$ cat src/rtl/osd_rom_arbiter_if.sv
// OSD font ROM arbiter bus: requester side, grant and ROM read-back.
// master drives requests and ROM data, slave is the arbiter.
interface osd_rom_arbiter_if #(
  parameter int PORT_NUM = 10,
  parameter int ADDR_W   = 13,
  parameter int DATA_W   = 16
);
  logic [PORT_NUM-1:0]        i_req;
  logic [PORT_NUM*ADDR_W-1:0] i_addr;
  logic [PORT_NUM-1:0]        o_gnt;
  logic [ADDR_W-1:0]          o_rom_addr;
  logic [DATA_W-1:0]          i_rom_data;
  logic [DATA_W-1:0]          o_rd_data;
  logic [PORT_NUM-1:0]        o_rd_valid;

  modport master (
    output i_req, i_addr, i_rom_data,
    input  o_gnt, o_rom_addr, o_rd_data, o_rd_valid
  );

  modport slave (
    input  i_req, i_addr, i_rom_data,
    output o_gnt, o_rom_addr, o_rd_data, o_rd_valid
  );
endinterface

$ cat src/rtl/osd_rom_arbiter.sv
// Round-robin arbiter sharing one OSD font ROM between char_display stages.
// Optional OSD_ARB_STATS_EN adds conflict and max-wait statistics.
module osd_rom_arbiter #(
  parameter int PORT_NUM = 10,
  parameter int ADDR_W   = 13,
  parameter int DATA_W   = 16,
  parameter int ROM_LAT  = 1
) (
  input  logic pclk,
  input  logic rst_n,
  osd_rom_arbiter_if.slave bus
`ifdef OSD_ARB_STATS_EN
  ,
  input  logic        i_stats_clr,
  output logic [15:0] o_conflict_cnt,
  output logic [7:0]  o_max_wait
`endif
);

  localparam int PTR_W = (PORT_NUM > 1) ? $clog2(PORT_NUM) : 1;
  localparam int DEPTH = ROM_LAT + 1;

  logic [PTR_W-1:0]    rr_ptr_q, rr_ptr_d;
  logic                gnt_vld;
  logic [PTR_W-1:0]    gnt_idx;
  logic [PORT_NUM-1:0] gnt_oh;
  logic [ADDR_W-1:0]   addr_arr [PORT_NUM];

  logic [DEPTH-1:0]    tag_vld_q, tag_vld_d;
  logic [PTR_W-1:0]    tag_idx_q [DEPTH];
  logic [PTR_W-1:0]    tag_idx_d [DEPTH];
  logic [ADDR_W-1:0]   rom_addr_q, rom_addr_d;
  logic [DATA_W-1:0]   rd_data_q, rd_data_d;
  logic [PORT_NUM-1:0] rd_valid_q, rd_valid_d;

  // unpack the flat per-port address bus
  always_comb begin
    for (int k = 0; k < PORT_NUM; k++) begin
      addr_arr[k] = bus.i_addr[k*ADDR_W +: ADDR_W];
    end
  end

  // first requester at or after rr_ptr wins, wrapping at the top port
  always_comb begin
    int p;
    gnt_vld = 1'b0;
    gnt_idx = '0;
    p = 0;
    for (int i = 0; i < PORT_NUM; i++) begin
      p = int'(rr_ptr_q) + i;
      if (p >= PORT_NUM) p = p - PORT_NUM;
      if (!gnt_vld && bus.i_req[PTR_W'(p)]) begin
        gnt_vld = 1'b1;
        gnt_idx = PTR_W'(p);
      end
    end
    gnt_oh = '0;
    if (gnt_vld && rst_n) gnt_oh[gnt_idx] = 1'b1;
    rr_ptr_d = rr_ptr_q;
    if (gnt_vld) begin
      if (gnt_idx == PTR_W'(PORT_NUM - 1)) rr_ptr_d = '0;
      else rr_ptr_d = gnt_idx + 1'b1;
    end
  end

  // tag pipeline tracks the granted port through the ROM latency
  always_comb begin
    tag_vld_d[0] = gnt_vld;
    tag_idx_d[0] = gnt_idx;
    for (int i = 1; i < DEPTH; i++) begin
      tag_vld_d[i] = tag_vld_q[i-1];
      tag_idx_d[i] = tag_idx_q[i-1];
    end
    rom_addr_d = gnt_vld ? addr_arr[gnt_idx] : rom_addr_q;
    rd_data_d  = tag_vld_q[DEPTH-1] ? bus.i_rom_data : rd_data_q;
    rd_valid_d = '0;
    if (tag_vld_q[DEPTH-1]) rd_valid_d[tag_idx_q[DEPTH-1]] = 1'b1;
  end

  // arbitration and read pipeline state
  always_ff @(posedge pclk or negedge rst_n) begin
    if (!rst_n) begin
      rr_ptr_q   <= '0;
      tag_vld_q  <= '0;
      for (int i = 0; i < DEPTH; i++) tag_idx_q[i] <= '0;
      rom_addr_q <= '0;
      rd_data_q  <= '0;
      rd_valid_q <= '0;
    end else begin
      rr_ptr_q   <= rr_ptr_d;
      tag_vld_q  <= tag_vld_d;
      for (int i = 0; i < DEPTH; i++) tag_idx_q[i] <= tag_idx_d[i];
      rom_addr_q <= rom_addr_d;
      rd_data_q  <= rd_data_d;
      rd_valid_q <= rd_valid_d;
    end
  end

  assign bus.o_gnt      = gnt_oh;
  assign bus.o_rom_addr = rom_addr_q;
  assign bus.o_rd_data  = rd_data_q;
  assign bus.o_rd_valid = rd_valid_q;

`ifdef OSD_ARB_STATS_EN
  logic [15:0] conflict_q, conflict_d;
  logic [7:0]  max_wait_q, max_wait_d;
  logic [7:0]  wait_q [PORT_NUM];
  logic [7:0]  wait_d [PORT_NUM];

  // per-port wait since request rise or last grant, plus the stat counters
  always_comb begin
    for (int k = 0; k < PORT_NUM; k++) begin
      if (!bus.i_req[k] || gnt_oh[k]) wait_d[k] = '0;
      else if (wait_q[k] != 8'hFF) wait_d[k] = wait_q[k] + 8'd1;
      else wait_d[k] = wait_q[k];
    end
    conflict_d = conflict_q;
    max_wait_d = max_wait_q;
    if (i_stats_clr) begin
      conflict_d = '0;
      max_wait_d = '0;
    end else begin
      if ($countones(bus.i_req) >= 2 && conflict_q != 16'hFFFF)
        conflict_d = conflict_q + 16'd1;
      if (gnt_vld && wait_q[gnt_idx] > max_wait_q)
        max_wait_d = wait_q[gnt_idx];
    end
  end

  // statistics state
  always_ff @(posedge pclk or negedge rst_n) begin
    if (!rst_n) begin
      conflict_q <= '0;
      max_wait_q <= '0;
      for (int k = 0; k < PORT_NUM; k++) wait_q[k] <= '0;
    end else begin
      conflict_q <= conflict_d;
      max_wait_q <= max_wait_d;
      for (int k = 0; k < PORT_NUM; k++) wait_q[k] <= wait_d[k];
    end
  end

  assign o_conflict_cnt = conflict_q;
  assign o_max_wait     = max_wait_q;
`endif

endmodule
$ cat src/flat_wrapper.sv
// flat-port wrapper written by rule: the top's interface ports become plain ports
module osd_rom_arbiter_flat 
#(
  parameter int PORT_NUM = 10,
  parameter int ADDR_W   = 13,
  parameter int DATA_W   = 16,
  parameter int ROM_LAT  = 1
)
  (pclk, rst_n, bus_i_req, bus_i_addr, bus_i_rom_data, bus_o_gnt, bus_o_rom_addr, bus_o_rd_data, bus_o_rd_valid);
  osd_rom_arbiter_if #(.PORT_NUM(PORT_NUM), .ADDR_W(ADDR_W), .DATA_W(DATA_W)) bus_i ();
  input  logic pclk;
  input  logic rst_n;
  input wire logic [$bits(bus_i.i_req)-1:0] bus_i_req;
  input wire logic [$bits(bus_i.i_addr)-1:0] bus_i_addr;
  input wire logic [$bits(bus_i.i_rom_data)-1:0] bus_i_rom_data;
  output wire logic [$bits(bus_i.o_gnt)-1:0] bus_o_gnt;
  output wire logic [$bits(bus_i.o_rom_addr)-1:0] bus_o_rom_addr;
  output wire logic [$bits(bus_i.o_rd_data)-1:0] bus_o_rd_data;
  output wire logic [$bits(bus_i.o_rd_valid)-1:0] bus_o_rd_valid;
  assign bus_i.i_req = bus_i_req;
  assign bus_i.i_addr = bus_i_addr;
  assign bus_i.i_rom_data = bus_i_rom_data;
  assign bus_o_gnt = bus_i.o_gnt;
  assign bus_o_rom_addr = bus_i.o_rom_addr;
  assign bus_o_rd_data = bus_i.o_rd_data;
  assign bus_o_rd_valid = bus_i.o_rd_valid;
  osd_rom_arbiter #(.PORT_NUM(PORT_NUM), .ADDR_W(ADDR_W), .DATA_W(DATA_W), .ROM_LAT(ROM_LAT)) u_core (.pclk(pclk), .rst_n(rst_n), .bus(bus_i));
endmodule
$ cat config.mk
export PLATFORM = sky130hd
export DESIGN_NAME = osd_rom_arbiter_flat
export DESIGN_NICKNAME = d
export VERILOG_FILES = /design/src/rtl/osd_rom_arbiter_if.sv /design/src/rtl/osd_rom_arbiter.sv /design/src/flat_wrapper.sv
export SDC_FILE = /design/constraint.sdc
export NUM_CORES = 1
export LEC_CHECK = 0
export BUFFER_PORTS_ARGS = -buffer_cell sky130_fd_sc_hd__buf_2
export CAP_MARGIN = 20
export CELL_PAD_IN_SITES_DETAIL_PLACEMENT = 1
export CELL_PAD_IN_SITES_GLOBAL_PLACEMENT = 1
export CORE_UTILIZATION = 41
export DETAILED_ROUTE_END_ITERATION = 10
export PLACE_DENSITY = 0.95
export RECOVER_POWER = 100
export SLEW_MARGIN = 20
export SYNTH_ARGS = -nofsm -noshare
export SYNTH_HDL_FRONTEND = slang
export SYNTH_SLANG_ARGS = --single-unit
$ cat constraint.sdc
create_clock -name pclk -period 14.2 [get_ports pclk]
set_clock_uncertainty 0.2 [all_clocks]
set_input_delay 0.71 -clock pclk [delete_from_list [all_inputs] [get_ports pclk]]
set_output_delay 0.71 -clock pclk [all_outputs]
set_load 0.01 [all_outputs]
==> flow_summary.toml, run 1 <==
[yosys]
syn_nets = 907
synth_edf_count = 0
syn_area_um2 = 6233
yosys_warnings = 0
yosys.area.top_type = "dfrtp_1"
muxShareOfSynthArea_pct = 20.47
yosys.area_share.simple_pct = 18.04
synth-adder-area-share_pct = 4.737
synth_cell_types = 95
ys_top_cells_by_area = "dfrtp_1, mux2_2, mux4_2"
synth-xor-area-share_pct = 2.770
netlist_instances = 726
ys_async_sr_fraction_pct = 100.0
seq_area_frac_synth_pct = 21.28
synth_top_family_by_area = "compound AO/OA/AOI/OAI gates"
yosys_most_used_dff = "dfrtp_1"
syn_area_per_cell_um2 = 8.586
synth-seq-cells = 53
synth_top_area_share_pct = 21.28
synth-compound-area-share_pct = 24.17

[worst_setup_path]
crit_path_max_incr_delay_ns = 2.25
r2r_cells = 18
r2r-end = "u_core.bus.o_rom_addr[1]$_DFFE_PN0N_"
worstSetupStartpointType = "flop"
path_delay_family = "buffers and inverters"
cp_cell_sequence = "buf_4 -> clkinv_1 -> ha_1 -> inv_1 -> ha_1 -> inv_1 -> o21ai_0 -> a2bb2oi_1 -> a21oi_1 -> nor4b_1 -> or4_1 -> nor3b_1 -> o31a_1 -> a31oi_4 -> clkbuf_1 -> nand2_1 -> nor3_1 -> clkbuf_1"
cp.required_ns = 13.29
crit-reg2reg-launch = "u_core.rr_ptr_q[1]$_DFFE_PN0N_"
critPathBufInv = 6
rrSetupSlack_ns = 4.70
endpoint_kind = "output port"
arrival_ns = 9.56
slowest_stage = "clkbuf_1"
path_max_fanout = 57
path_depth = 18
crit_type = "flop to output port"
cp-endpoint = "bus_o_gnt[2]"
crit_path_start = "u_core.rr_ptr_q[1]$_DFFE_PN0N_"

[global_routing]
grt_start_max_net_pins = 58
grt_overflow = 0
grt_pass1_wl_um = 39400
gr-usage-all-layers_pct = 31.97
antenna_found_initial = 0
grt_pass1_vias = 7226

[run_status]
status = "finished with violations"
violations = "design-rule violations, max-capacitance violations, max-slew violations"

[clocking]
cts_root_buffer = "clkbuf_16"
clock_latency_ns = 0.30
cts_tree = "done"
ctsHoldBuffers = 0
post_cts_resized = 0
cts.sinks = 53
postCtsSetupBuffers = 0
clock_path_buffers = 2
cts_inserted_buffers = 5
cts_max_level = 2
path_clk_slew_ns = 0.08

[sta]
rsz0062_at_grt = "false"
relSlewSlack_pct = -111.3
drv_slew = 115
worstMarginPinSlew_ns = 3.169
finalHoldViolCount = 0
hold-worst-slack_ns = 0.1530
fmax_mhz = 95.54
period_share_pct = 73.71
setup_viol = 0
period_minus_slack_ns = 10.47
tns_ns = 0

[routing]
routed.top_layer = "met4"
wl_met3_um = 1662
ant_nets = 0
m1WireLength_um = 9682
wire_per_inst_um = 23.22
drc = 9
via_count = 6939
dr.pass1.iters = 10
wirelength_um = 25330
via_per_inst = 6.360
drt_iter0_markers = 510
met2_length_um = 12800

[die]
core_um2 = 14700
dieArea_um2 = 15700
start_util_pct = 42.41
io_pins = 207
die_w_um = 125.3
die_y_um = 125.3
rows = 44

[cells_and_area]
multiInputGateArea_um2 = 4364
drive_above_1_share_pct = 29.22
finish.utilization_pct = 50.27
n_antenna_cell = 0
regArea_um2 = 1326
fillCellCount = 1830
layout_commonest_cell = "buf_2"
area_growth_pct = 18.55
layout_common_cells = "buf_2, inv_1, nor2_1"
fin_nets = 1087

[placement]
io_buffers = 206
gp_congestion = 0.9098
dpl.hpwl_um = 19530

[min_path]
holdCritPathClass = "flop to flop"
min_from = "u_core.tag_vld_q[0]$_DFF_PN0_"

[flow_run]
cap_violations = 3
## state kept, by name, summed over array words and instances, names as in the netlist
name / flops
u_core.bus.o_rd_data: 16
u_core.bus.o_rd_valid: 10
u_core.bus.o_rom_addr: 13
u_core.rr_ptr_q: 4
u_core.tag_idx_d: 4
u_core.tag_idx_q: 4
u_core.tag_vld_q: 2
## layout make-up
class                      count  share of cell area [%]
multi-input combinational    555                   59.06
sequential                    53                   17.95
timing repair buffer         215                   13.94
inverter                      76                   3.894
tap                          184                   3.115
clock buffer                   5                   1.693
clock inverter                 3                  0.3556
## layer usage
metal  GRT usage, %  vias to the layer above
met2          57.44                      384
met1          36.98                     3408
met3          5.520                      101
met5              0                        -
li1               -                     3046
met4          14.71                        0
## cells in the mapped netlist (all sizes together), types with 4 or more instances
library cell,n
inv,75
a21oi,55
nor2,55
dfrtp,53
mux2,43
nand3,41
mux2i,33
o21ai,32
nand2,31
buf,23
ha,22
nor3,21
mux4,20
clkbuf,19
nand2b,16
xnor2,16
o211ai,15
o221a,14
a211oi,9
a21o,8
a31oi,7
or2,6
nand3b,5
nor2b,5
nor4,5
or3,5
a211o,4
a22o,4
nor4b,4
o2111ai,4
o22ai,4
## worst min-delay path by stage
stage	slack [ns]	end	cells after the start
floorplan	0.13	u_core.tag_idx_q[0]$_DFF_PN0_	0
global placement	0.13	u_core.tag_idx_q[1]$_DFF_PN0_	0
detailed placement	0.14	u_core.tag_vld_q[1]$_DFF_PN0_	0
CTS	0.15	u_core.tag_vld_q[1]$_DFF_PN0_	0
global route	0.16	u_core.tag_vld_q[1]$_DFF_PN0_	0
finish	0.15	u_core.tag_vld_q[1]$_DFF_PN0_	0
## cell families (layout without fill, tap and decap cells)
family	after synthesis	after routing
and+or+nand+nor	213	213
adders and majority gates	23	23
AOI/OAI and AO/OA	205	205
DFF	53	53
buffers and inverters	118	299
muxes	96	96
xor gates and xnor gates	18	18
## metrics by stage
stage | cell area (um2) | worst slack [ns] | std cells
finish | 7390 | 3.733 | 1091
floorplan | 6233 | 7.710 | 726
global placement | 7318 | 6.811 | 1083
global route | 7390 | 3.064 | 1091
CTS | 7470 | 6.031 | 1091
detailed placement | 7318 | 6.453 | 1083
Power of run 1 is not shown: default switching activity piles up to over one toggle a cycle in this logic, so the estimate is an artifact.
==> run 2, diff against run 1 <==
--- a/config.mk
+++ b/config.mk
@@ -5,13 +5,14 @@
 export SDC_FILE = /design/constraint.sdc
 export NUM_CORES = 1
 export LEC_CHECK = 0
+export ABC_AREA = 1
 export BUFFER_PORTS_ARGS = -buffer_cell sky130_fd_sc_hd__buf_2
 export CAP_MARGIN = 20
 export CELL_PAD_IN_SITES_DETAIL_PLACEMENT = 1
 export CELL_PAD_IN_SITES_GLOBAL_PLACEMENT = 1
-export CORE_UTILIZATION = 41
+export CORE_UTILIZATION = 31
 export DETAILED_ROUTE_END_ITERATION = 10
-export PLACE_DENSITY = 0.95
+export PLACE_DENSITY = 0.87
 export RECOVER_POWER = 100
 export SLEW_MARGIN = 20
 export SYNTH_ARGS = -nofsm -noshare
==> constraint.sdc (replaced) <==
create_clock -name pclk -period 9.2 [get_ports pclk]
set_clock_uncertainty 0.2 [all_clocks]
set_input_delay 0.46 -clock pclk [delete_from_list [all_inputs] [get_ports pclk]]
set_output_delay 0.46 -clock pclk [all_outputs]
set_load 0.01 [all_outputs]
==> run 2 against run 1 <==
  * Sequential share of layout area is 1.2 points higher
  * The flow finishes with violations (max-capacitance violations, max-slew violations)
  * Largest cell class unchanged
  * Hold slack about the same
  * Highest routed layer is now met5
  * Worst setup slack lost 2.3 ns
  * Flip-flop and latch count did not move
  * Non-clock buffer count shrank 8
==> flow_summary.toml, run 2 <==
[routing]
drt_iter0_markers = 349
wl_met3_um = 1012
drc = 0
m1WireLength_um = 9679
ant_nets = 0
wirelength_um = 22980
wire_per_inst_um = 17.06
routed.top_layer = "met5"
dr.pass1.iters = 7
via_count = 6827
via_per_inst = 5.068
met2_length_um = 11500

[clocking]
clock_path_buffers = 2
cts_tree = "done"
cts_root_buffer = "clkbuf_16"
cts_max_level = 2
post_cts_resized = 0
path_clk_slew_ns = 0.07
postCtsSetupBuffers = 0
cts.sinks = 53
cts_inserted_buffers = 5
clock_latency_ns = 0.30
ctsHoldBuffers = 0

[sta]
rsz0062_at_grt = "false"
period_share_pct = 84.83
worstMarginPinSlew_ns = 3.013
relSlewSlack_pct = -100.9
tns_ns = 0
period_minus_slack_ns = 7.805
drv_slew = 55
setup_viol = 0
layout_setup_ws_ns = 1.395
fmax_mhz = 128.1
finalHoldViolCount = 0

[placement]
pre_cts_ws_ns = 2.434
io_buffers = 206
dpl.hpwl_um = 18130
gp_congestion = 0.8957

[die]
die_y_um = 138.9
dieArea_um2 = 19280
io_pins = 207
die_w_um = 138.9
rows = 49
start_util_pct = 32.00
core_um2 = 18150

[yosys]
syn_area_per_cell_um2 = 6.145
yosys.area.top_type = "dfrtp_1"
ys_async_sr_fraction_pct = 100.0
seq_area_frac_synth_pct = 22.84
yosysMostFrequentCell = "nand2_1"
synth_top_area_share_pct = 22.84
synth-seq-cells = 53
yosys_most_used_dff = "dfrtp_1"
synth_edf_count = 0
yosys_warnings = 0
syn_nets = 1126
syn_area_um2 = 5807
ys_top_cells_by_count = "nand2_1, nand3_1, inv_1, nor2_1, dfrtp_1"
synth_cell_types = 48
netlist_instances = 945
ys_top_cells_by_area = "dfrtp_1, nand2_1, nand3_1"

[cells_and_area]
drive_above_1_share_pct = 21.20
fillCellCount = 2514
largest_reg_flops = 16
finish.utilization_pct = 38.20
fin_nets = 1298
area_growth_pct = 19.39
layout_commonest_cell = "nand2_1"
layout_common_cells = "nand2_1, buf_2, nand3_1"
n_antenna_cell = 0

[global_routing]
grt_overflow = 0
gr-usage-all-layers_pct = 24.27
antenna_found_initial = 1
grt_start_max_net_pins = 70
grt_pass1_vias = 7262
grt_pass1_wl_um = 37450

[run_status]
status = "finished with violations"
violations = "max-capacitance violations, max-slew violations"

[flow_run]
cap_violations = 1

[worst_setup_path]
r2r_cells = 22
endpoint_kind = "output port"
cp.required_ns = 8.54
path_max_fanout = 69
worstSetupStartpointType = "flop"
crit_type = "flop to output port"
arrival_ns = 7.14

[min_path]
holdCritPathClass = "flop to flop"
holdPathStages = 0
[run 2: cell count changes after synthesis, moves of 19 or more]
cell | before | now
mux4_2 | 19 | 0
nand3_1 | 41 | 128
nand2_1 | 30 | 353
mux2i_1 | 31 | 1
nand4_1 | 2 | 24
nor3_1 | 21 | 2
a21oi_1 | 52 | 9
nor2_1 | 55 | 79
mux2_2 | 42 | 17
[run 2: cells by family (layout without fill, tap and decap cells)]
group                    count (synthesis)  after routing  share of synthesized area, %
adder cells (fa/ha/maj)                 23             23                         5.085
buffers and inverters                  131            304                         10.19
AND/OR/NAND/NOR                        638            638                         49.15
flip-flops                              53             53                         22.84
XOR/XNOR                                13             13                         2.349
AO/OA/AOI/OAI                           69             69                         6.917
multiplexers                            18             18                         3.469
[run 2: cell type report]
class	instances	area, um2	area share (%)
multi-input cells	761	3852	55.57
flip-flops and latches	53	1326	19.13
repair buffers	207	975.9	14.08
inverters	89	341.6	4.927
well taps	229	286.5	4.133
clock buffers	5	125.1	1.805
clock inverters	3	25.02	0.3609
[run 2: through the flow]
step | cells | cell area (um2) | hold slack, ns
after floorplan | 945 | 5807 | -0.03559
after global placement | 1339 | 6882 | 0.1337
after detailed placement | 1339 | 6882 | 0.1379
after CTS | 1347 | 7032 | 0.1167
after global routing | 1347 | 6933 | 0.1755
final | 1347 | 6933 | 0.1525
[run 2: routing by layer]
layer | global-route usage (%) | vias to the layer above
met5 | 0 | -
met4 | 8.713 | 2
met3 | 3.004 | 51
met2 | 44.71 | 225
met1 | 28.77 | 3184
li1 | - | 3365
[run 2: worst paths after layout]
check / start / endpoint / slack [ns]
max: u_core.rr_ptr_q[0]$_DFFE_PN0N_ / bus_o_gnt[9] / 1.40
min: u_core.tag_idx_d[1]$_DFF_PN0_ / u_core.tag_idx_q[1]$_DFF_PN0_ / 0.15
max reg2reg: u_core.rr_ptr_q[0]$_DFFE_PN0N_ / u_core.rr_ptr_q[3]$_DFFE_PN0N_ / 2.02
min reg2reg: u_core.tag_idx_d[1]$_DFF_PN0_ / u_core.tag_idx_q[1]$_DFF_PN0_ / 0.15
max in group asynchronous: rst_n / u_core.tag_idx_d[0]$_DFF_PN0_ / 6.05
min in group asynchronous: rst_n / u_core.bus.o_rd_data[15]$_DFFE_PN0P_ / 1.03
[run 2: critical path, cell delays in order, from the launching register on]
cell and delay [ns]:
dfrtp_1 1.02, inv_4 0.21, ha_1 0.62, inv_1 0.25
ha_1 0.29, nand2_1 0.10, nand2_1 0.10, nand2_2 0.15
o21ai_0 0.12, nand3_1 0.11, nand2_1 0.08, nand2_2 0.09
nand4_1 0.17, nor2_1 0.49, nand4_1 0.37, nand3_1 0.24
nand3_4 0.45, nand2_4 0.75, inv_1 0.49, nor2_2 0.28
nand2_1 0.08, nor2_1 0.13, clkbuf_1 0.18
Power of run 2 is left out for the same reason.
==> run 3, diff against run 2 <==
==> constraint.sdc (replaced) <==
create_clock -name pclk -period 6.5 [get_ports pclk]
set_clock_uncertainty 0.2 [all_clocks]
set_input_delay 0.325 -clock pclk [delete_from_list [all_inputs] [get_ports pclk]]
set_output_delay 0.325 -clock pclk [all_outputs]
set_load 0.01 [all_outputs]
==> run 3 against run 2 <==
  * Routed wire length shrank 0.21%
  * Critical endpoint is now bus_o_gnt[0]
  * Non-clock buffer count grew 9
  * Highest routed layer is now met4
  * Hold slack lost 0.098 ns
  * Die area is the same
  * Flip-flop and latch count is the same
  * The run still ends with max-capacitance violations, max-slew violations left
==> flow_summary.toml, run 3 (synthesized netlist as in run 2, its figures left out) <==
[sta]
drv_slew = 55
layout_setup_ws_ns = 0.4363
tns_ns = 0
finalHoldViolCount = 0
period_minus_slack_ns = 6.064
fmax_mhz = 164.9
worstMarginPinSlew_ns = 2.914
setup_viol = 0
period_share_pct = 93.29
relSlewSlack_pct = -94.23
rsz0062_at_grt = "false"

[cells_and_area]
regArea_um2 = 1326
largest_reg_flops = 16
layout_common_cells = "nand2_1, buf_2, nand3_1"
layout_commonest_cell = "nand2_1"
drive_above_1_share_pct = 22.45
fillCellCount = 2522
fin_nets = 1307
area_growth_pct = 21.53
multiInputGateArea_um2 = 3886

[worst_setup_path]
crit_path_start = "u_core.rr_ptr_q[1]$_DFFE_PN0N_"
crit_path_max_incr_delay_ns = 0.61
cpMostUsedCell = "nand2_1"
r2r-end = "u_core.bus.o_rom_addr[9]$_DFFE_PN0N_"
slowest_stage = "ha_1"
path_max_fanout = 19
cp_cell_sequence = "buf_4 -> inv_1 -> ha_1 -> inv_1 -> ha_1 -> nand2_1 -> nand2_1 -> nand2_2 -> o21ai_0 -> nand3_1 -> nand2_1 -> nand2_2 -> nand4_2 -> nor2_8 -> nand4_1 -> nor2_1 -> o21ai_0 -> nor2_1 -> nor2_4 -> nor2_2 -> nand2_1 -> nor2_1 -> buf_2"
endpoint_kind = "output port"
worstSetupStartpointType = "flop"
arrival_ns = 5.54
rrSetupSlack_ns = 1.08
crit_type = "flop to output port"
crit-reg2reg-launch = "u_core.rr_ptr_q[1]$_DFFE_PN0N_"
r2r_cells = 26
cp.required_ns = 5.97

[die]
core_um2 = 18150
start_util_pct = 32.00
io_pins = 207
die_w_um = 138.9
die_y_um = 138.9
rows = 49
dieArea_um2 = 19280

[routing]
wirelength_um = 22940
via_count = 6899
ant_nets = 0
wire_per_inst_um = 16.90
drt_iter0_markers = 322
drc = 0
via_per_inst = 5.084
dr.pass1.iters = 7

[clocking]
cts_inserted_buffers = 5
clock_latency_ns = 0.30
cts.sinks = 53
cts_tree = "done"
cts_max_level = 2
path_clk_slew_ns = 0.07
ctsHoldBuffers = 1
cts_root_buffer = "clkbuf_16"
postCtsSetupBuffers = 0
post_cts_resized = 0
clock_path_buffers = 2

[flow_run]
cap_violations = 1

[min_path]
holdPathStages = 2
holdCritPathClass = "primary input to flop"
min_to = "u_core.bus.o_rd_data[2]$_DFFE_PN0P_"
min_from = "bus_i_rom_data[2]"

[placement]
gp_congestion = 0.9525
dpl.hpwl_um = 18240
pre_cts_ws_ns = 0.8812
io_buffers = 206

[global_routing]
grt_start_max_net_pins = 61
antenna_found_initial = 1
grt_overflow = 0
gr-usage-all-layers_pct = 24.05
grt_pass1_wl_um = 37170
grt_pass1_vias = 7307

[run_status]
status = "finished with violations"
violations = "max-capacitance violations, max-slew violations"
==> run 3: through the flow <==
stage,hold slack [ns],instances,area [um2],utilization [%]
2_1_floorplan,-0.1706,945,5807,-
3_3_place_gp,0.1327,1347,6954,38.32
3_5_place_dp,0.1363,1347,6954,38.32
4_1_cts,0.05495,1356,7116,39.21
5_1_grt,0.06593,1357,7057,38.89
6_report,0.05448,1357,7057,38.89
==> run 3: layout make-up <==
type                            count  area share (%)
Clock buffer                        5           1.773
Timing Repair Buffer              216           15.05
Sequential cell                    53           18.79
Antenna cell                        1         0.03546
Inverter                           89           4.840
Tap cell                          229           4.060
Clock inverter                      3          0.3723
Multi-Input combinational cell    761           55.07
==> run 3: metal layers <==
metal | vias up | share of wire (%) | track usage [%]
met5 | - | 0 | 0
met4 | 0 | 3.4 | 9.006
met3 | 41 | 4.6 | 2.901
met2 | 229 | 50 | 44.13
met1 | 3248 | 42 | 28.54
li1 | 3381 | - | -
==> run 3: how the worst max path moves through the flow <==
stage          cells after the start  slack (ns)      endpoint
5_1_grt                           23        0.02  bus_o_gnt[0]
4_1_cts                           23        0.51  bus_o_gnt[0]
2_1_floorplan                     24        1.98  bus_o_gnt[8]
3_5_place_dp                      23        0.88  bus_o_gnt[0]
3_3_place_gp                      23        1.19  bus_o_gnt[3]
6_report                          23        0.44  bus_o_gnt[0]
==> run 3: worst max-delay path, delay by kind of cell, from the launching register on <==
family | cells | cell delay, ns
flip-flops | 1 | 0.33
adder cells (fa/ha/maj) | 2 | 0.90
AND/OR/NAND/NOR | 15 | 2.82
AO/OA/AOI/OAI | 2 | 0.25
buffers and inverters | 4 | 0.93
Power of run 3 is left out for the same reason.
